`src/rtl/seg7_pkg.sv`:
```
// Shared types and constants for the multiplexed 7-segment scan driver.
package seg7_pkg;

    typedef enum logic [1:0] {
        ST_OFF   = 2'd0,
        ST_BLANK = 2'd1,
        ST_ON    = 2'd2
    } seg7_state_t;

    // Active-high {a,b,c,d,e,f,g}, indexed by hex nibble.
    localparam logic [6:0] GLYPH [16] = '{
        7'b1111110, 7'b0110000, 7'b1101101, 7'b1111001,
        7'b0110011, 7'b1011011, 7'b1011111, 7'b1110000,
        7'b1111111, 7'b1110011, 7'b1110111, 7'b0011111,
        7'b1001110, 7'b0111101, 7'b1001111, 7'b1000111
    };

    function automatic logic [6:0] seg_polarity(input logic [6:0] raw, input logic active_low);
        return active_low ? ~raw : raw;
    endfunction

    function automatic int unsigned idx_width(input int unsigned n);
        return (n > 1) ? $clog2(n) : 1;
    endfunction

    function automatic int unsigned cnt_width(input int unsigned a, input int unsigned b);
        int unsigned w;
        w = $clog2((a > b) ? a : b);
        return (w < 1) ? 1 : w;
    endfunction

endpackage

```
`src/rtl/seg7_slot_timer.sv`:
```
// Scan sequencer: OFF -> BLANK -> ON per digit slot, index wrap and frameDone.
module seg7_slot_timer
    import seg7_pkg::*;
#(
    parameter int unsigned DIGITS       = 4,
    parameter int unsigned ON_CYCLES    = 1000,
    parameter int unsigned GHOST_CYCLES = 16
) (
    input  logic                           clock,
    input  logic                           reset,
    input  logic                           enable,
    output logic                           nxtOn,
    output logic [idx_width(DIGITS)-1:0]   nxtIdx,
    output logic                           isOff,
    output logic                           frameDone
);

    localparam int unsigned IW = idx_width(DIGITS);
    localparam int unsigned CW = cnt_width(ON_CYCLES, GHOST_CYCLES);
    localparam logic [CW-1:0] ON_LAST    = CW'(ON_CYCLES - 1);
    localparam logic [CW-1:0] GHOST_LAST = CW'(GHOST_CYCLES - 1);
    localparam logic [IW-1:0] IDX_LAST   = IW'(DIGITS - 1);

    seg7_state_t   state, state_n;
    logic [CW-1:0] cnt, cnt_n;
    logic [IW-1:0] idx, idx_n;
    logic          wrap;

    always_comb begin
        state_n = state;
        cnt_n   = cnt;
        idx_n   = idx;
        wrap    = 1'b0;
        if (!enable) begin
            state_n = ST_OFF;
            cnt_n   = '0;
            idx_n   = '0;
        end else begin
            case (state)
                ST_OFF: begin
                    state_n = ST_BLANK;
                    cnt_n   = '0;
                    idx_n   = '0;
                end
                ST_BLANK: begin
                    if (cnt == GHOST_LAST) begin
                        state_n = ST_ON;
                        cnt_n   = '0;
                    end else begin
                        cnt_n = cnt + 1'b1;
                    end
                end
                ST_ON: begin
                    if (cnt == ON_LAST) begin
                        state_n = ST_BLANK;
                        cnt_n   = '0;
                        // Explicit compare so non-power-of-two banks never reach DIGITS.
                        if (idx == IDX_LAST) begin
                            idx_n = '0;
                            wrap  = 1'b1;
                        end else begin
                            idx_n = idx + 1'b1;
                        end
                    end else begin
                        cnt_n = cnt + 1'b1;
                    end
                end
                default: begin
                    state_n = ST_OFF;
                    cnt_n   = '0;
                    idx_n   = '0;
                end
            endcase
        end
    end

    always_ff @(posedge clock or posedge reset) begin
        if (reset) begin
            state     <= ST_OFF;
            cnt       <= '0;
            idx       <= '0;
            frameDone <= 1'b0;
        end else begin
            state     <= state_n;
            cnt       <= cnt_n;
            idx       <= idx_n;
            frameDone <= wrap;
        end
    end

    assign nxtOn  = (state_n == ST_ON);
    assign nxtIdx = idx_n;
    assign isOff  = (state == ST_OFF);

endmodule

```
`src/rtl/seg7_scan_driver.sv`:
```
// N-digit multiplexed 7-segment driver with frame-synchronous shadow updates.
// Optional: define SEG7_LEADING_ZERO_BLANK_EN to blank leading-zero digits.
module seg7_scan_driver
    import seg7_pkg::*;
#(
    parameter int unsigned DIGITS         = 4,
    parameter int unsigned ON_CYCLES      = 1000,
    parameter int unsigned GHOST_CYCLES   = 16,
    parameter bit          SEG_ACTIVE_LOW = 1,
    parameter bit          DIG_ACTIVE_LOW = 1
) (
    input  logic                  clock,
    input  logic                  reset,
    input  logic                  enable,
    input  logic [4*DIGITS-1:0]   value,
    input  logic [DIGITS-1:0]     dp,
    input  logic                  load,
    output logic [6:0]            seg,
    output logic                  dpOut,
    output logic [DIGITS-1:0]     digitSel,
    output logic                  frameDone
);

    localparam int unsigned IW = idx_width(DIGITS);
    localparam logic [6:0]        SEG_OFF = SEG_ACTIVE_LOW ? 7'h7F : 7'h00;
    localparam logic              DP_OFF  = SEG_ACTIVE_LOW;
    localparam logic [DIGITS-1:0] SEL_OFF = {DIGITS{DIG_ACTIVE_LOW}};

    logic [4*DIGITS-1:0] staged_val, sh_val, sh_val_n;
    logic [DIGITS-1:0]   staged_dp, sh_dp, sh_dp_n, sel;
    logic                pending, nxt_on, is_off, dot, blank;
    logic [IW-1:0]       nxt_idx;
    logic [3:0]          nib;

    seg7_slot_timer #(
        .DIGITS       (DIGITS),
        .ON_CYCLES    (ON_CYCLES),
        .GHOST_CYCLES (GHOST_CYCLES)
    ) u_timer (
        .clock     (clock),
        .reset     (reset),
        .enable    (enable),
        .nxtOn     (nxt_on),
        .nxtIdx    (nxt_idx),
        .isOff     (is_off),
        .frameDone (frameDone)
    );

    always_comb begin
        sh_val_n = sh_val;
        sh_dp_n  = sh_dp;
        if (load && (is_off || frameDone)) begin
            sh_val_n = value;
            sh_dp_n  = dp;
        end else if (frameDone && pending) begin
            sh_val_n = staged_val;
            sh_dp_n  = staged_dp;
        end
    end

    // Decode from next-state and next-shadow so the registered pins change on
    // the same edge the timer enters a slot (a short GHOST cannot show stale data).
    always_comb begin
        nib   = '0;
        dot   = 1'b0;
        blank = 1'b0;
        sel   = '0;
        for (int unsigned i = 0; i < DIGITS; i++) begin
            if (nxt_idx == IW'(i)) begin
                nib    = sh_val_n[4*i +: 4];
                dot    = sh_dp_n[i];
                sel[i] = 1'b1;
`ifdef SEG7_LEADING_ZERO_BLANK_EN
                blank  = (i != 0) && ((sh_val_n >> (4*i)) == '0);
`endif
            end
        end
    end

    always_ff @(posedge clock or posedge reset) begin
        if (reset) begin
            staged_val <= '0;
            staged_dp  <= '0;
            pending    <= 1'b0;
            sh_val     <= '0;
            sh_dp      <= '0;
        end else begin
            sh_val <= sh_val_n;
            sh_dp  <= sh_dp_n;
            if (load) begin
                staged_val <= value;
                staged_dp  <= dp;
                pending    <= !(is_off || frameDone);
            end else if (frameDone) begin
                pending <= 1'b0;
            end
        end
    end

    always_ff @(posedge clock or posedge reset) begin
        if (reset) begin
            seg      <= SEG_OFF;
            dpOut    <= DP_OFF;
            digitSel <= SEL_OFF;
        end else if (nxt_on) begin
            seg      <= seg_polarity(blank ? 7'h00 : GLYPH[nib], SEG_ACTIVE_LOW);
            dpOut    <= SEG_ACTIVE_LOW ? ~dot : dot;
            digitSel <= DIG_ACTIVE_LOW ? ~sel : sel;
        end else begin
            seg      <= SEG_OFF;
            dpOut    <= DP_OFF;
            digitSel <= SEL_OFF;
        end
    end

endmodule
```
`config.mk`:
```
export PLATFORM = sky130hd
export DESIGN_NAME = seg7_scan_driver
export DESIGN_NICKNAME = d
export VERILOG_FILES = /design/src/rtl/seg7_pkg.sv /design/src/rtl/seg7_slot_timer.sv /design/src/rtl/seg7_scan_driver.sv
export SDC_FILE = /design/constraint.sdc
export NUM_CORES = 1
export LEC_CHECK = 0
export ABC_AREA = 1
export BUFFER_PORTS_ARGS = -buffer_cell sky130_fd_sc_hd__buf_2
export CAP_MARGIN = 10
export CELL_PAD_IN_SITES_DETAIL_PLACEMENT = 2
export CELL_PAD_IN_SITES_GLOBAL_PLACEMENT = 2
export CORE_UTILIZATION = 40
export CTS_BUF_LIST = sky130_fd_sc_hd__clkbuf_4 sky130_fd_sc_hd__clkbuf_8
export DETAILED_ROUTE_END_ITERATION = 8
export PLACE_DENSITY = 0.85
export SLEW_MARGIN = 20
export SYNTH_ARGS = -nofsm -noshare
export SYNTH_HDL_FRONTEND = slang
export SYNTH_SLANG_ARGS = --single-unit
```
`constraint.sdc`:
```
create_clock -name clock -period 4.5 [get_ports clock]
set_input_delay 1.125 -clock clock [delete_from_list [all_inputs] [get_ports clock]]
set_output_delay 1.125 -clock clock [all_outputs]
set_load 0.05 [all_outputs]
```
==> out/metrics.yaml, run 1 <==
synth:
  synthTopCellsByArea: "dfrtp_1 40%, nand2_1 9.1%, dfstp_2 9.0%"
  synth_top_area_share_pct: 39.84
  netlist_area_um2: 3517
  yosysTopAreaCell: "dfrtp_1"
  syn_nets: 427
  yosys_warnings: 0
  ys_seq_area_share_pct: 48.81
  synthCells: 392
  ys_seq_elements: 68
  synth_cell_types: 43
  synth_area_per_cell_um2: 8.972
critical_path:
  rr_worst_depth: 14
  crit-reg2reg-launch: "u_timer.state[0]$_DFF_PP0_"
  crit_fanout: 23
  cp.arrival_ns: 3.57
  path_class: "reg -> reg"
  cpMostUsedCell: "nor2_1"
  reg2reg_to: "seg[5]$_DFF_PP1_"
  r2r_setup_slack_ns: 1.21
  slowest_stage: "o21ai_2"
  slowest_delay_ns: 0.64
  end_kind: "register"
  cp.required_ns: 4.78
  critical_path.cell_chain: "inv_1 > ha_1 > o21ai_2 > buf_4 > nor2_1 > a31oi_1 > nand3_1 > nand3_1 > nor2_1 > ha_1 > nand3_1 > nor2_1 > nor2_1 > nand2_1"
  cp-start-kind: "register"
clock_network:
  post_cts_buffers: 0
  clockRootBuffer: "clkbuf_8"
  htreeDepth: 3
  cts_tree: "done"
  cts_resized: 0
  clock_path_buffers: 2
  cts_sinks: 68
  numCtsBuffers: 9
  cts_hold_buf: 0
  clock_latency_ns: 0.35
  clkTransAtPathRegs_ns: 0.07
layout:
  multi_input_area_um2: 1534
  fin_nets: 464
  final_cells: 539
  seq_area_um2: 1717
  num_antenna_cells: 0
  fillers: 954
  final_layout_size_suffix_gt1_share_pct: 25.58
  area_growth_pct: 13.30
drt:
  routed_via_density: 5.295
  post_drt_wl_per_cell_um: 18.30
  vias: 2854
  drc: 0
  wl_um: 9862
  ant_nets: 0
  drt_iter0_drc: 75
  first_pass_iters: 4
sta:
  setup_tns_ns: 0
  clock.fmax_mhz: 303.6
  rsz0062_at_grt: "no"
  slew_violations: 0
  finalSetupViolations: 0
  hold_violations: 0
  fin_crit_ns: 3.294
  fin_ws_ns: 1.206
  fin_crit_sh_pct: 73.21
  tightest_slew_ns: 0.8263
  relSlewSlack_pct: 44.85
  finalClockSkew_ns: 0.01287
floorplan:
  io_pins: 37
  dieArea_um2: 9172
  num_rows: 33
  chipWidth_um: 95.77
  start_util_pct: 41.96
  die_y_um: 95.77
  coreArea_um2: 8382
pwr:
  p_seq_share_pct: 47.1
  power_leakage_nw: 1.900
  ir_drop_mv: 0.1245
  pwr-share-comb_pct: 14.1
  p_clk_share_pct: 38.8
  p_per_area_nw_per_um2: 359.0
  p_sw_share_pct: 27.68
  finalPower_mw: 1.431
  p_int_mw: 1.035
  p_sw_uw: 396.0
global_route:
  grtUsageTotal_pct: 23.98
  grt_pass1_vias: 3179
  grt_max_degree: 47
  grt_pass1_wl_um: 16170
  overflow: 0
  antenna_found_initial: 0
placed_design:
  gp_congestion: 0.7944
  post-dp-hpwl_um: 6962
  dp_cells: 523
  post-place-ws_ns: 1.171
  portBuffers: 36
worst_hold_path:
  hold_path_end: "u_timer.cnt[0]$_DFF_PP0_"
  min_path_type: "reg -> reg"
  holdPathStages: 1
  hp-start: "u_timer.cnt[0]$_DFF_PP0_"
status:
  status: "completed"
flow_run:
  drv_cap: 0
layout make-up:
class | count | share of cell area (%)
Timing Repair Buffer | 39 | 5.086
Clock buffer | 9 | 3.108
Inverter | 49 | 4.647
Sequential cell | 68 | 43.08
Clock inverter | 7 | 2.292
Multi-Input combinational cell | 262 | 38.49
Tap cell | 105 | 3.297
flip-flops by register name, summed over array words and instances, names as in the netlist:
name,cells
sh_val,16
pending,1
sh_dp,4
u_timer.idx,2
digitSel,4
staged_val,16
u_timer.state,2
seg,7
dpOut,1
staged_dp,4
u_timer.frameDone,1
u_timer.cnt,10
kinds of logic after synthesis:
logic type,count (synthesis),synth area share (%)
adder cells (fa/ha/maj),11,3.913
flip-flops,68,48.81
multiplexers,14,4.482
AND/OR/NAND/NOR,184,25.47
AO/OA/AOI/OAI,49,8.751
XOR/XNOR,4,0.9960
buffers and inverters,62,7.577
how the worst max path moves through the flow:
stage | cells past startpoint | from | to | slack, ns
3_5_place_dp | 13 | load | seg[6]$_DFF_PP1_ | 1.17
2_1_floorplan | 13 | load | seg[5]$_DFF_PP1_ | 1.66
5_1_grt | 14 | u_timer.state[0]$_DFF_PP0_ | seg[5]$_DFF_PP1_ | 0.92
6_report | 14 | u_timer.state[0]$_DFF_PP0_ | seg[5]$_DFF_PP1_ | 1.21
3_3_place_gp | 13 | load | seg[5]$_DFF_PP1_ | 1.28
4_1_cts | 14 | u_timer.state[0]$_DFF_PP0_ | seg[6]$_DFF_PP1_ | 1.18
stage by stage:
| stage | util (%) | area [um2] | hold WS [ns] |
|---|---|---|---|
| after floorplan | - | 3517 | 0.4329 |
| after detailed placement | 44.96 | 3769 | 0.4628 |
| final | 47.54 | 3985 | 0.4744 |
| after CTS | 47.53 | 3984 | 0.4722 |
| after global routing | 47.54 | 3985 | 0.5023 |
| after global placement | 44.96 | 3769 | 0.4516 |
power groups by stage:
stage	registers [mW]	clock network [mW]	logic, mW
after floorplan	0.678	0	0.138
after global placement	0.680	0	0.187
after detailed placement	0.684	0	0.199
after CTS	0.674	0.570	0.205
after global routing	0.679	0.599	0.227
final	0.674	0.554	0.202
Yosys cell counts:
cell type / count
buf_4: 3
a21oi_2: 1
nand2_1: 85
nor2_2: 4
dfrtp_1: 56
o21ai_2: 1
dfstp_2: 12
nor2_1: 36
clkinv_1: 1
nand2_2: 5
a21oi_1: 6
o21ai_1: 1
nor3_1: 3
a32o_1: 1
clkbuf_1: 2
o21a_1: 2
ha_1: 11
o21ai_0: 14
xor2_1: 4
nand3_2: 3
nand3_1: 28
nand3b_1: 1
mux2_2: 14
nand4_2: 1
a22oi_1: 1
buf_6: 2
buf_2: 6
a31oi_1: 13
and3_1: 1
nor2_8: 1
nor3b_1: 1
o22ai_1: 1
a31oi_2: 1
nand3_4: 2
a211oi_1: 1
o211ai_1: 6
nand2_4: 3
inv_2: 4
nor4_1: 2
nor2_4: 3
or2_0: 1
inv_1: 44
nand4_1: 4
layer usage:
metal  global-route usage [%]  share of wire (%)  vias to the layer above
met4                    7.463                1.8                        0
met2                    41.90                 51                       41
met3                    4.897                2.3                       18
met5                        0                  0                        -
li1                         -                  -                     1347
met1                    29.68                 44                     1448
worst max-delay path, delay by kind of cell (launching register included):
kind                     cells  cell delay, ns
AO/OA/AOI/OAI                2            0.90
adder cells (fa/ha/maj)      2            0.62
AND/OR/NAND/NOR              8            0.80
flip-flops                   1            0.42
buffers and inverters        2            0.50
placed cells by master (no fill, tap or decap), types with 2 or more instances in the layout:
cell type and count:
a21oi_1 6, a31oi_1 13, buf_2 36, buf_4 3
bufinv_16 2, clkbuf_8 9, clkinv_2 4, dfrtp_1 56
dfstp_2 12, ha_1 11, inv_1 43, inv_2 4
mux2_2 14, nand2_1 85, nand2_2 5, nand2_4 3
nand3_1 28, nand3_2 3, nand3_4 2, nand4_1 4
nor2_1 36, nor2_2 4, nor2_4 3, nor3_1 3
nor4_1 2, o211ai_1 6, o21a_1 2, o21ai_0 14
xor2_1 4
No activity file was read; power rests on OpenSTA's default activity.
==> inputs of run 2 (changes only) <==
CORE_UTILIZATION = 38   (was 40)
PLACE_DENSITY = 0.81   (was 0.85)
clock period = 3.3 ns   (was 4.5 ns; I/O delays follow)
==> out/metrics.yaml, run 2 (synthesized netlist as in run 1, its figures left out) <==
floorplan:
  dieArea_um2: 9644
  coreArea_um2: 8848
  die_y_um: 98.21
  num_rows: 34
  io_pins: 37
  start_util_pct: 39.75
  chipWidth_um: 98.21
flow_run:
  drv_cap: 0
layout:
  layout_commonest_cell: "nand2_1"
  final_cells: 544
  reg_top3: "sh_val (16), staged_val (16), u_timer.cnt (10)"
  seq_area_um2: 1717
  final_layout_size_suffix_gt1_share_pct: 25.92
  fillers: 993
  multi_input_area_um2: 1534
  num_antenna_cells: 0
  fin_nets: 466
  mostFrequentLayoutCells: "85 x nand2_1, 56 x dfrtp_1, 43 x inv_1"
  area_growth_pct: 15.72
  fin_area_um2: 4070
sta:
  rsz0062_at_grt: "no"
  setup_tns_ns: 0
  hold_violations: 0
  slew_violations: 0
  finalClockSkew_ns: 0.01128
  finalSetupViolations: 0
  fin_crit_sh_pct: 86.20
  fin_crit_ns: 2.845
  clock.fmax_mhz: 351.5
  tightest_slew_ns: 0.6102
  relSlewSlack_pct: 59.26
pwr:
  p_per_area_nw_per_um2: 512.6
  power_leakage_nw: 1.936
  ir_drop_mv: 0.1795
  finalPower_mw: 2.086
placed_design:
  dp_cells: 528
  post-dp-hpwl_um: 6616
  place_area_um2: 3812
  portBuffers: 36
  gp_congestion: 0.8412
drt:
  vias: 2805
  drt_iter0_drc: 66
  routed_via_density: 5.156
  wl_um: 9653
  ant_nets: 0
  drc: 0
  first_pass_iters: 8
  post_drt_wl_per_cell_um: 17.74
clock_network:
  cts_resized: 0
  cts_tree: "done"
  cts_sinks: 68
  clockRootBuffer: "clkbuf_8"
  post_cts_buffers: 0
  clkTransAtPathRegs_ns: 0.08
  htreeDepth: 3
  numCtsBuffers: 9
  cts_hold_buf: 0
  clock_path_buffers: 2
  clock_latency_ns: 0.36
critical_path:
  crit_fanout: 21
  slowest_stage: "o21ai_2"
  end_kind: "register"
  slowest_delay_ns: 0.44
  cp.arrival_ns: 3.10
  critical_path.cell_chain: "inv_1 > ha_1 > o21ai_2 > buf_12 > nor2_1 > a31oi_1 > nand2_1 > nand3_1 > nand2_1 > ha_1 > inv_1 > nand3_1 > nand3_1 > nand3_1"
  critPathBufInv: 3
  cpMostUsedCell: "nand3_1"
  cp-start-kind: "register"
  cp.required_ns: 3.56
  critPathTopFamily: "simple AND/OR/NAND/NOR gates"
  path_class: "reg -> reg"
worst_hold_path:
  min_path_type: "reg -> reg"
global_route:
  overflow: 0
  grt_pass1_vias: 3268
  grt_max_degree: 43
  antenna_found_initial: 0
  grt_pass1_wl_um: 16520
  grtUsageTotal_pct: 22.21
status:
  status: "completed"
[run 2: changes by cell type in the layout (fill, tap and decap cells not counted), sizes merged]
cell,change
clkinv,-5
buf,+2
clkbuf,+2
inv,+2
bufinv,+1
[run 2: routing by layer]
| metal | global-route usage (%) | routed length, um |
|---|---|---|
| met1 | 27.48 | 4447 |
| met2 | 39.11 | 4871 |
| met3 | 3.364 | 174 |
| met4 | 8.266 | 160 |
| met5 | 0 | 0 |
[run 2: worst reg2reg max path: cells and delay by family (launching register included)]
kind,cells,cell delay [ns]
buffers and inverters,3,0.40
adder cells (fa/ha/maj),2,0.53
AO/OA/AOI/OAI,2,0.66
AND/OR/NAND/NOR,7,0.76
flip-flops,1,0.39
[run 2: report_power, final]
group,internal (mW),switching [mW]
clock,0.546,0.344
sequential,0.894,0.0251
combinational,0.0993,0.178
[run 2: final timing paths]
kind                                            start                  endpoint  slack (ns)  cells past startpoint
max                        u_timer.state[0]$_DFF_PP0_          seg[6]$_DFF_PP1_        0.46                     14
min in group asynchronous                       reset      sh_val[14]$_DFF_PP0_        0.53                      2
min                          u_timer.cnt[0]$_DFF_PP0_  u_timer.cnt[0]$_DFF_PP0_        0.48                      1
max in group asynchronous                       reset          seg[3]$_DFF_PP1_        2.05                      3
min reg2reg                  u_timer.cnt[0]$_DFF_PP0_  u_timer.cnt[0]$_DFF_PP0_        0.48                      1
max reg2reg                u_timer.state[0]$_DFF_PP0_          seg[6]$_DFF_PP1_        0.46                     14
[run 2: stage by stage]
| step | util [%] | hold slack, ns | worst slack, ns |
|---|---|---|---|
| global route | 46.00 | 0.5110 | 0.2119 |
| CTS | 46.00 | 0.4813 | 0.4273 |
| detailed placement | 43.09 | 0.4665 | 0.3931 |
| floorplan | - | 0.4329 | 0.7616 |
| global placement | 43.09 | 0.4546 | 0.5053 |
| finish | 46.00 | 0.4763 | 0.4553 |
[run 2: area by class of cell]
| cell class | instances | area share [%] |
|---|---|---|
| clock inverters | 5 | 2.613 |
| repair buffers | 41 | 5.964 |
| multi-input cells | 262 | 37.69 |
| clock buffers | 11 | 3.720 |
| well taps | 108 | 3.320 |
| flip-flops and latches | 68 | 42.18 |
| inverters | 49 | 4.519 |
==> inputs of run 3 (changes only) <==
CORE_UTILIZATION = 34   (was 38)
PLACE_DENSITY = 0.77   (was 0.81)
clock period = 2.35 ns   (was 3.3 ns; I/O delays follow)
==> out/metrics.yaml, run 3 (synthesized netlist as in run 1, its figures left out) <==
status:
  status: "finished with violations"
  failed_checks: "setup timing"
drt:
  wl_um: 16220
  drt_iter0_drc: 110
  vias: 3399
  routed_via_density: 5.370
  ant_nets: 0
  wl_met3_um: 518
  wl_met2_um: 8484
  drc: 0
  post_drt_wl_per_cell_um: 25.62
  first_pass_iters: 4
  wl_met1_um: 6426
  top_layer_used: "met4"
layout:
  fin_nets: 530
  area_growth_pct: 46.25
  mostFrequentLayoutCells: "67 x nand2_1, 55 x dfrtp_1, 54 x buf_4"
  reg_top3: "sh_val (16), staged_val (16), u_timer.cnt (10)"
  final_layout_size_suffix_gt1_share_pct: 49.80
  layout_commonest_cell: "nand2_1"
  num_antenna_cells: 0
critical_path:
  cp.arrival_ns: 2.83
  cp.required_ns: 2.63
  slowest_delay_ns: 0.43
  slowest_stage: "dfrtp_1"
  cpMostUsedCell: "buf_12"
  cp-start-kind: "register"
  crit_cells: 15
  rr_worst_depth: 15
  critical_path.cell_chain: "inv_2 > ha_4 > o21ai_4 > buf_12 > buf_12 > o21ai_2 > a21oi_1 > nor2_1 > nand3b_1 > nand2_2 > nor2_4 > buf_12 > buf_6 > nand3_1 > nand3_1"
  end_kind: "register"
  path_class: "reg -> reg"
  critPathBufInv: 5
  crit_fanout: 8
  critPathTopFamily: "simple AND/OR/NAND/NOR gates"
sta:
  tightest_slew_ns: 0.4442
  relSlewSlack_pct: 70.11
  fin_ws_ns: -0.1921
  fin_crit_sh_pct: 108.2
  fin_crit_ns: 2.542
  rsz0062_at_grt: "yes"
  clock.fmax_mhz: 393.4
  finalSetupViolations: 7
  slew_violations: 0
  finalClockSkew_ns: 0.01669
  hold_violations: 0
clock_network:
  htreeDepth: 3
  cts_sinks: 68
  clockRootBuffer: "clkbuf_8"
  cts_tree: "done"
  clock_path_buffers: 2
  clkTransAtPathRegs_ns: 0.09
  clock_latency_ns: 0.36
  numCtsBuffers: 9
  cts_hold_buf: 0
pwr:
  power_leakage_nw: 2.375
  pwr-share-comb_pct: 21.4
  p_int_mw: 2.261
  ir_drop_mv: 0.3061
  finalPower_mw: 3.265
  p_sw_share_pct: 30.73
  p_seq_share_pct: 39.9
  p_sw_mw: 1.003
  p_per_area_nw_per_um2: 634.7
  p_clk_share_pct: 38.7
placed_design:
  post-place-ws_ns: -0.1925
  gp_congestion: 0.7669
  post-dp-hpwl_um: 7551
  portBuffers: 36
floorplan:
  io_pins: 37
  chipWidth_um: 103.7
  die_y_um: 103.7
  dieArea_um2: 10750
  coreArea_um2: 9910
  start_util_pct: 35.49
  num_rows: 36
global_route:
  grt_max_degree: 69
  grtUsageTotal_pct: 25.70
  antenna_found_initial: 0
  grt_pass1_vias: 3706
  grt_pass1_wl_um: 20920
  overflow: 0
worst_hold_path:
  min_path_type: "in -> async"
flow_run:
  drv_cap: 0
run 3: cell types whose count changed in the layout (fill, tap and decap cells not counted), sizes merged:
cell	previous run	this run
buf	41	103
clkinv	1	3
clkinvlp	1	0
inv	49	50
run 3: through the flow:
step	hold slack [ns]	area, um2	util, %	TNS (ns)	cells
5_1_grt	0.3237	5144	51.91	-1.779	633
3_5_place_dp	0.5001	4031	40.68	-0.9874	578
6_report	0.2977	5144	51.91	-1.062	633
4_1_cts	0.3063	4564	46.06	0	608
2_1_floorplan	0.4329	3517	-	-0.01700	392
3_3_place_gp	0.4905	4031	40.68	-0.1479	578
run 3: tightest hold or removal path: cells and delay by family:
family,cells,cell delay [ns]
buf+inv,3,0.48
run 3: layer usage:
layer / up-vias / global-route usage (%)
li1: 1484 / -
met1: 1774 / 28.63
met2: 90 / 46.12
met3: 51 / 5.286
met4: 0 / 13.37
met5: - / 0
run 3: layout make-up:
| type | count | area (um2) |
|---|---|---|
| Fill cell | 1016 | 4766 |
| Multi-Input combinational cell | 262 | 1954 |
| Sequential cell | 68 | 1718 |
| Timing Repair Buffer | 105 | 867.1 |
| Inverter | 49 | 192.7 |
| Tap cell | 133 | 166.4 |
| Clock buffer | 9 | 123.9 |
| Clock inverter | 7 | 121.4 |
run 3: worst paths after layout:
path	startpoint	to	slack (ns)
max	u_timer.state[0]$_DFF_PP0_	seg[6]$_DFF_PP1_	-0.19
min	reset	staged_val[14]$_DFFE_PP0P_	0.30
max reg2reg	u_timer.state[0]$_DFF_PP0_	seg[6]$_DFF_PP1_	-0.19
min reg2reg	staged_val[14]$_DFFE_PP0P_	staged_val[14]$_DFFE_PP0P_	0.53
max in group asynchronous	reset	dpOut$_DFF_PP1_	1.71
min in group clock	value[13]	staged_val[13]$_DFFE_PP0P_	0.46
run 3: timing repair:
| action | in CTS | in global routing |
|---|---|---|
| resized for setup | 35 | 81 |
| endpoints found under the setup margin | 7 | 8 |
| cloned | 2 | 2 |
| pin swaps | 14 | 38 |
| buffers inserted | 12 | 23 |
run 3: power by group through the flow:
stage	combinational (mW)	sequential (mW)	clock, mW
4_1_cts	0.482	1.29	1.26
6_report	0.698	1.30	1.26
5_1_grt	0.739	1.31	1.31
3_5_place_dp	0.419	1.31	0
2_1_floorplan	0.265	1.30	0
3_3_place_gp	0.395	1.30	0
